===== src/rtl/display_arbiter.sv =====
// Two-requester arbiter for a shared 4-digit seven-segment display.
// The owner keeps the display for at least HOLD_MS ms ticks before the other
// requester can take it.
//
// state | meaning
// IDLE  | nobody owns the display, segments blank
// OWN0  | requester 0 owns the display, segments show data0
// OWN1  | requester 1 owns the display, segments show data1
module display_arbiter #(
  parameter int TICK_COUNT = 100000,
  parameter int HOLD_MS    = 500
) (
  input  logic        clk,
  input  logic        reset,
  input  logic        req0,
  input  logic [15:0] data0,
  input  logic        req1,
  input  logic [15:0] data1,
  output logic        gnt0,
  output logic        gnt1,
  output logic [3:0]  segment0,
  output logic [3:0]  segment1,
  output logic [3:0]  segment2,
  output logic [3:0]  segment3,
  output logic        busy
);

  localparam int PW = (TICK_COUNT > 1) ? $clog2(TICK_COUNT) : 1;
  localparam logic [PW-1:0] PRESC_LAST = PW'(TICK_COUNT - 1);
  localparam logic [15:0]   HOLD_MAX   = 16'(HOLD_MS);

  typedef enum logic [1:0] {
    IDLE = 2'd0,
    OWN0 = 2'd1,
    OWN1 = 2'd2
  } state_t;

  state_t        state;
  state_t        state_nxt;
  logic [PW-1:0] presc_cnt;
  logic [15:0]   hold_cnt;
  logic          last_owner;
  logic          tick;
  logic          hold_done;

  assign tick      = (presc_cnt == PRESC_LAST);
  assign hold_done = (hold_cnt == HOLD_MAX);

  // Next-state: a dropped owner request always wins over preemption.
  always_comb begin
    state_nxt = state;
    unique case (state)
      IDLE: begin
        if (req0 && req1) state_nxt = last_owner ? OWN0 : OWN1;
        else if (req0)    state_nxt = OWN0;
        else if (req1)    state_nxt = OWN1;
        else              state_nxt = IDLE;
      end
      OWN0: begin
        if (!req0)                 state_nxt = req1 ? OWN1 : IDLE;
        else if (req1 && hold_done) state_nxt = OWN1;
        else                       state_nxt = OWN0;
      end
      OWN1: begin
        if (!req1)                 state_nxt = req0 ? OWN0 : IDLE;
        else if (req0 && hold_done) state_nxt = OWN0;
        else                       state_nxt = OWN1;
      end
      default: state_nxt = IDLE;
    endcase
  end

  // State, timers, owner pointer and registered outputs driven from state_nxt.
  always_ff @(posedge clk) begin
    if (reset) begin
      state      <= IDLE;
      presc_cnt  <= '0;
      hold_cnt   <= '0;
      last_owner <= 1'b1;
      gnt0       <= 1'b0;
      gnt1       <= 1'b0;
      busy       <= 1'b0;
      segment0   <= 4'hF;
      segment1   <= 4'hF;
      segment2   <= 4'hF;
      segment3   <= 4'hF;
    end else begin
      state <= state_nxt;
      if (state_nxt != state) begin
        presc_cnt <= '0;
        hold_cnt  <= '0;
        if (state_nxt == OWN0)      last_owner <= 1'b0;
        else if (state_nxt == OWN1) last_owner <= 1'b1;
      end else begin
        presc_cnt <= tick ? '0 : presc_cnt + 1'b1;
        if (tick && !hold_done) hold_cnt <= hold_cnt + 16'd1;
      end
      gnt0 <= (state_nxt == OWN0);
      gnt1 <= (state_nxt == OWN1);
      busy <= (state_nxt != IDLE);
      unique case (state_nxt)
        OWN0: begin
          segment0 <= data0[3:0];
          segment1 <= data0[7:4];
          segment2 <= data0[11:8];
          segment3 <= data0[15:12];
        end
        OWN1: begin
          segment0 <= data1[3:0];
          segment1 <= data1[7:4];
          segment2 <= data1[11:8];
          segment3 <= data1[15:12];
        end
        default: begin
          segment0 <= 4'hF;
          segment1 <= 4'hF;
          segment2 <= 4'hF;
          segment3 <= 4'hF;
        end
      endcase
    end
  end

endmodule

===== config.mk =====
export PLATFORM = sky130hd
export DESIGN_NAME = display_arbiter
export DESIGN_NICKNAME = d
export VERILOG_FILES = /design/src/rtl/display_arbiter.sv
export SDC_FILE = /design/constraint.sdc
export NUM_CORES = 1
export LEC_CHECK = 0
export ABC_AREA = 1
export CAP_MARGIN = 10
export CORE_AREA = 2 2 79 81
export CTS_BUF_LIST = sky130_fd_sc_hd__clkbuf_4
export CTS_CLUSTER_SIZE = 12
export DETAILED_ROUTE_END_ITERATION = 7
export DIE_AREA = 0 0 81 83
export PLACE_DENSITY_LB_ADDON = 0.15
export SLEW_MARGIN = 20
export SYNTH_ARGS = -nofsm -noshare
export SYNTH_HDL_FRONTEND = slang
export SYNTH_SLANG_ARGS = --single-unit

===== constraint.sdc =====
create_clock -name clk -period 2.1 [get_ports clk]
set_input_delay 0.42 -clock clk [delete_from_list [all_inputs] [get_ports clk]]
set_output_delay 0.42 -clock clk [all_outputs]
set_load 0.01 [all_outputs]

* Yosys cells after proc, flatten, opt, wreduce, memory -nomap -nowiden *
Cells that the tools add are included.

storage, ports and cells
  register bits after elaboration = 55
  output and inout port bits = 19

operators by class
  add/subtract/negate cells = 2
  muxes and demuxes = 16
  eq/ne operators = 7
  reduce and logical (&&, ||, !) cells = 11

operators with widths
  cell                     count
  $pmux W4 S2              4
  $add A17 B1 Y17 const B  1
  $eq A17 B17 Y1 const B   1
  $add A16 B1 Y16 const B  1
  $eq A16 B9 Y1 const B    1
  $mux W2                  8
  $pmux W2 S3              1
  $eq A2 B1 Y1 const B     2
  $eq A2 B2 Y1 const B     2
  $logic_and A1 B1 Y1      4
  $reduce_bool A2 Y1       2
  $mux W1                  3
  $reduce_or A3 Y1         1
  $logic_not A2 Y1         1
  $ne A2 B2 Y1             1
  $reduce_and A2 Y1        1
  $reduce_or A2 Y1         1
  $logic_not A1 Y1         1

* Logic depth before layout (Yosys ltp) *
Gate-level depths: netlist of run 1.

  depth after elaboration = 8
  gate-level depth with buffers = 15

* Worst setup path before layout of run 1 *
No wires, ideal clock.

  kind = reg2reg
  start point = register hold_cnt[0]
  end point = register segment0[0]
  library setup time = 0.137 ns
  stages on the path, launching flop included = 15
  period minus slack after synthesis = 2.269 ns
  path slack = -0.169 ns
  required time = 1.963 ns
  arrival = 2.132 ns
  path through = dfxtp_1 inv_1 ha_1 nand2_2 nor2_2 nand2_2 o21ai_0 nand2_1 nand2_1 nand2_1 ha_1 inv_1 nor2_1 clkbuf_1 nand3_1

between the ends
  cells in the longest elaborated chain, start to end = 7
  elaborated cells between the ends (all ways) = 11
  classes of those cells = 3 x eq/ne; 6 x mux; 2 x reduce/logical

RTL lines
  element                                       RTL line  source
  start: declaration                            41        logic [15:0] hold_cnt;
  start signal: assignment                      96        if (tick && !hold_done) hold_cnt <= hold_cnt + 16'd1;
  $eq A16 B9 Y1 *                               47        assign hold_done = (hold_cnt == HOLD_MAX);
  $logic_and A1 B1 Y1 (on tied branches)        66, 61
  $mux W2 (on tied branches)                    66, 61
  $mux W2 (on tied branches)                    65, 60
  $pmux W2 S3 *                                 52        unique case (state)
  $eq A2 B2 Y1 or $eq A2 B1 Y1 (tied branches)  101       unique case (state_nxt)
  $pmux W4 S2 *                                 101
  end signal: assignment                        103       segment0 <= data0[3:0];
  end signal: assignment                        109       segment0 <= data1[3:0];
  end: declaration                              21        output logic [3:0] segment0,

Mark *: on every way between the ends. The rest lies on a longest branch, timed or not.
A chain may end at the register's enable or synchronous reset.

* Final worst setup path of run 1 *
  start point = register hold_cnt[0]
  end point = register segment1[1]

between the ends
  cells in the longest elaborated chain, start to end = 7
  elaborated cells between the ends (all ways) = 11
  classes of those cells = 3 x eq/ne; 6 x mux; 2 x reduce/logical

RTL lines
  element                                       RTL line  source
  $eq A16 B9 Y1 *                               47
  $logic_and A1 B1 Y1 (on tied branches)        66, 61
  $mux W2 (on tied branches)                    66, 61
  $mux W2 (on tied branches)                    65, 60
  $pmux W2 S3 *                                 52
  $eq A2 B2 Y1 or $eq A2 B1 Y1 (tied branches)  101
  $pmux W4 S2 *                                 101
  end signal: assignment                        104       segment1 <= data0[7:4];
  end signal: assignment                        110       segment1 <= data1[7:4];
  end: declaration                              22        output logic [3:0] segment1,

Marked as above.

==> flow_summary.ini, run 1 <==
[detailed_routing]
drcViolationCount = 0
drtPass1Iterations = 5
vias = 2519
wl_um = 6380
vias_per_cell = 4.77
drtIter0Drc = 88
postRouteAntennaNets = 0
wl_per_cell_um = 12.1

[power]
p_leak_nw = 1.44
p_int_mw = 2.04
switching_share_pct = 30.9
seqPwrFrac_pct = 42.1
p_switching_mw = 0.909
ir_worst_vdd_v = 0.000490
clock_power_share_pct = 20.7
fin_total_pwr_mw = 2.94
comb_power_share_pct = 37.2
power_density_nw_per_um2 = 778

[layout]
drive_above_1_share_pct = 18.3
layout.nets = 494
syn_to_final_growth_pct = 37.2
fin_util_pct = 65.0
antennaDiodeCount = 0

[clocking]
clk_path_buf_depth = 2
clk_pin_slew_worst_paths_ps = 160
holdBufCountCts = 0
clock-sinks = 55
clk_latency_ps = 380
cts-root-buf = clkbuf_4
htree_levels = 2
cts_buffers = 5
cts_tree = done

[synth]
yosys_warnings = 0
synth-seq-cells = 55
syn_area_per_cell_um2 = 7.31
yosysMostFrequentCell = nand2_1
synthTopCellsByCount = nand2_1, dfxtp_1, inv_1
synth_largest_area_cell = dfxtp_1
syn_nets = 419
synth_ff_type = dfxtp_1
synth_edf_count = 0
netlist_top_cells_area = dfxtp_1, nand2_1, nand3_1, xor2_1, inv_1
synth.distinct_cells = 27
synth.top_cell.area_share_pct = 39.9
seq_area_frac_synth_pct = 39.9
syn_inst = 377
async_flop_share_pct = 0
synthesis.area_um2 = 2760

[die]
die_x_um = 81
ios = 55
fp.dieH_um = 83
dieArea_um2 = 6720
coreArea_um2 = 5820
initial_core_util_pct = 47.4
fp-row-count = 28

[global_routing]
overflow = 0
antenna_found_initial = 0
grt_pass1_wl_um = 10300
grt_pass1_vias = 2343
grt_max_degree = 19
track_usage_pct = 19.1

[worst_setup_path]
start_kind = register
arrival_ps = 2330
path_max_fanout = 8
path_class = reg -> reg
required_ps = 2400
r2r_cells = 14
endpoint_kind = register

[timing]
fmax_ghz = 0.491
relSlewSlack_pct = 71.0
period_share_pct = 97.0
setup_tns_ps = 0
finalHoldViolCount = 0
worst-slew-pin-transition_ps = 431
maxSlewViolCount = 0
final.min_clock_period_ps = 2040
setup_viol = 0
fin_skew_ps = 14.9
rsz0062_at_grt = yes

[worst_hold_path]
hold_depth = 1
worstHoldPathType = reg -> reg

[place]
hpwlAfterDp_um = 4520
port_buffers = 54
place_congestion = 0.879

[run_status]
status = completed

[flow_run]
cap_violations = 0
## per-stage QoR
step / cell area, um^2 / hold WS (ps) / setup WS [ps] / cells
after floorplan: 2760 / 418 / 15.5 / 377
after CTS: 3700 / 471 / 5.01 / 526
after global placement: 3550 / 433 / -191 / 515
final: 3780 / 464 / 63.9 / 528
after global routing: 3780 / 503 / -62.3 / 528
after detailed placement: 3550 / 441 / -291 / 515
## routing by layer
layer  up-vias  GRT usage, %  share of wire, %
met5         -             0                 0
met4         0          5.86               1.2
met3         7          2.93               2.7
met2        39          33.4                53
met1      1144          23.8                43
li1       1329             -                 -
## final cells by class
type	count	area, um^2
multi-input cells	271	1510
fillers	529	2030
flip-flops and latches	55	1110
well taps	75	93.8
clock buffers	5	37.5
repair buffers	79	831
clock inverters	3	46.3
inverters	40	150
## sequential cells by signal (all words and copies together), names as in the netlist
name,count
presc_cnt,17
hold_cnt,16
segment0,4
segment1,4
segment2,4
segment3,4
state,2
busy,1
gnt0,1
gnt1,1
last_owner,1
## placed cells by master, fill, tap and decap left out, types with 6 or more instances in the layout
master	n
nor2_4	14
a21oi_1	18
clkdlybuf4s50_1	53
nand2_2	9
xor2_1	18
buf_4	18
nand2_1	101
inv_1	34
dfxtp_2	8
dfxtp_1	46
nor3_1	8
nand3_1	32
nand4_1	7
buf_12	6
nor2_1	32
xnor2_1	8
## final timing paths
check | to | slack [ps] | startpoint
max | segment1[1] | 60 | hold_cnt[0]
min | presc_cnt[0] | 460 | presc_cnt[0]
max reg2reg | segment1[1] | 60 | hold_cnt[0]
min reg2reg | presc_cnt[0] | 460 | presc_cnt[0]
## critical path, stage by stage (launching register included)
cell and delay (ps):
dfxtp_2 350, inv_2 70, ha_4 140, nand2_2 70
nor2_4 90, nand2_2 80, o21ai_2 120, nand2_1 60
nand2_1 100, nand2_2 90, ha_4 280, inv_1 60
nor2_4 110, bufbuf_16 270, nand3_1 60
## power by group through the flow
stage	sequential, mW	combinational [mW]	clock, mW
floorplan	1.31	0.408	0
global route	1.26	1.19	0.668
detailed placement	1.26	1.00	0
global placement	1.26	0.982	0
CTS	1.24	1.08	0.629
finish	1.24	1.09	0.609
## cell families (layout without fill, tap and decap cells)
kind of cell,count (synthesis),in the layout,synth area share [%]
buffers and inverters,51,127,8.03
DFF,55,55,39.9
and+or+nand+nor,216,216,36.8
adders and majority gates,6,6,2.72
xor gates and xnor gates,26,26,8.26
AOI/OAI and AO/OA,23,23,4.27
## timing repair
item | CTS | global route
setup endpoints to repair | 16 | 20
cloned | 1 | 0
gates resized for setup | 8 | 22
pin swaps | 1 | 5
setup buffers | 2 | 2
(Power assumes the default switching activity.)
==> run 2, diff against run 1 <==
--- a/config.mk
+++ b/config.mk
@@ -13,6 +13,7 @@
 export DETAILED_ROUTE_END_ITERATION = 7
 export DIE_AREA = 0 0 81 83
 export PLACE_DENSITY_LB_ADDON = 0.15
+export RECOVER_POWER = 25
 export SLEW_MARGIN = 20
 export SYNTH_ARGS = -nofsm -noshare
 export SYNTH_HDL_FRONTEND = slang
==> results of run 2 <==
Same layout as run 1: the final DEF is identical, and so are final timing and power.
==> run 3, diff against run 2 <==
--- a/config.mk
+++ b/config.mk
@@ -12,8 +12,9 @@
 export CTS_CLUSTER_SIZE = 12
 export DETAILED_ROUTE_END_ITERATION = 7
 export DIE_AREA = 0 0 81 83
-export PLACE_DENSITY_LB_ADDON = 0.15
+export PLACE_DENSITY = 0.75
 export RECOVER_POWER = 25
+export REMOVE_ABC_BUFFERS = 1
 export SLEW_MARGIN = 20
 export SYNTH_ARGS = -nofsm -noshare
 export SYNTH_HDL_FRONTEND = slang
==> run 3 against run 2 <==
Against the previous run: critical endpoint is now segment0[1]; combinational power fell by 4%; non-clock buffer count rose by 2; utilization fell by 0.58 points; sequential power barely moved.
==> flow_summary.ini, run 3 (same netlist as run 1, synthesis figures left out) <==
[worst_setup_path]
endpoint_kind = register
cp_slowest_cell = clkdlybuf4s50_1
start_kind = input pin
required_ps = 2360
arrival_ps = 2290
worstPathCellList = clkdlybuf4s50_1, nand2_1, nor2_1, nor3_2, nand2_2, nand2_1, inv_1, ha_4, inv_1, nor2_4, buf_6, nand3_1
startpoint = req0
reg2reg_from = hold_cnt[10]
cp_slowest_stage_delay_ps = 470
path_class = in -> reg
reg2reg_setup_slack_ps = 110
path_max_fanout = 8

[layout]
antennaDiodeCount = 0
fin_util_pct = 64.5
regMostFlops = presc_cnt
layout_commonest_cell = nand2_1
final_cell_mix = nand2_1, clkdlybuf4s50_1, dfxtp_1
largest_reg_flops = 17
largestRegisters = presc_cnt x17, hold_cnt x16
drive_above_1_share_pct = 18.1
layout.nets = 496
syn_to_final_growth_pct = 35.9

[die]
fp.dieH_um = 83
dieArea_um2 = 6720
ios = 55
coreArea_um2 = 5820
fp-row-count = 28
die_x_um = 81
initial_core_util_pct = 47.4

[detailed_routing]
wl_per_cell_um = 12.3
wl_um = 6530
drtIter0Drc = 83
vias = 2577
vias_per_cell = 4.87
drtPass1Iterations = 4
drcViolationCount = 0
postRouteAntennaNets = 0

[clocking]
cts_buffers = 5
clock-sinks = 55
clk_latency_ps = 370
holdBufCountCts = 0
clk_pin_slew_worst_paths_ps = 140
htree_levels = 2
clk_path_buf_depth = 2
cts_tree = done
cts-root-buf = clkbuf_4

[timing]
worst-slew-pin-transition_ps = 417
period_share_pct = 96.7
fmax_ghz = 0.492
final.min_clock_period_ps = 2030
finalHoldViolCount = 0
relSlewSlack_pct = 72.0
fin_skew_ps = 21.7
worst_slack_ps = 68.5
setup_viol = 0
maxSlewViolCount = 0

[power]
power_density_nw_per_um2 = 764
ir_worst_vdd_v = 0.000487
p_leak_nw = 1.42

[global_routing]
grt_pass1_wl_um = 10800
grt_pass1_vias = 2476
overflow = 0
grt_max_degree = 18
antenna_found_initial = 0
track_usage_pct = 19.9

[place]
hpwlAfterDp_um = 4730
place_congestion = 0.921
port_buffers = 54
dp_slack_ps = -312

[worst_hold_path]
worstHoldPathType = reg -> reg
min-delay-start = presc_cnt[0]

[run_status]
status = completed

[flow_run]
cap_violations = 0
## run 3: changes by cell type in the layout (fill, tap and decap cells not counted), moves of 2 or more
cell     delta
buf_12      -2
buf_4       +3
buf_6       +2
dfxtp_1     +5
dfxtp_2     -4
nor2_2      +2
## run 3: repair_timing
action / 4_1_cts / 5_1_grt
cloned: 1 / 0
setup buffers: 1 / 0
pin swaps: 3 / 4
gates resized for setup: 11 / 19
setup endpoints to repair: 16 / 35
## run 3: power breakdown
part	total (mW)	internal, mW	switching, mW
combinational	1.05	0.540	0.512
sequential	1.24	1.19	0.0574
clock	0.568	0.259	0.309
## run 3: critical path: cells and delay by family
kind                       cells  cell delay (ps)
adders and majority gates      1              270
and+or+nand+nor                7              830
buffers and inverters          4              770
## run 3: final timing paths
| check | cells past startpoint | end |
|---|---|---|
| setup / recovery | 12 | segment0[1] |
| hold / removal | 1 | presc_cnt[0] |
| setup reg to reg | 13 | segment0[1] |
| hold reg to reg | 1 | presc_cnt[0] |
## run 3: final cells by class
cell class | instances | area (um^2)
multi-input cells | 271 | 1520
fillers | 537 | 2070
flip-flops and latches | 55 | 1110
clock inverters | 1 | 30.0
repair buffers | 81 | 801
well taps | 75 | 93.8
clock buffers | 6 | 45.0
inverters | 40 | 154
## run 3: stage by stage
stage	hold WS [ps]	TNS [ps]	std cells	area, um^2	power [mW]
final	424	0	529	3750	2.86
after global routing	436	-92.4	529	3750	3.03
after CTS	467	0	529	3680	2.86
after detailed placement	446	-7620	520	3560	2.22
after global placement	432	-5980	520	3560	2.20
after floorplan	418	-3730	366	2690	1.66
## run 3: layer usage
| metal | vias up | global-route usage (%) | part of all wire [%] | routed length [um] |
|---|---|---|---|---|
| met5 | - | 0 | 0 | 0 |
| met4 | 0 | 5.39 | 1.6 | 103 |
| met3 | 10 | 4.46 | 4.0 | 264 |
| met2 | 46 | 35.6 | 52 | 3370 |
| met1 | 1191 | 23.3 | 43 | 2790 |
| li1 | 1330 | - | - | - |
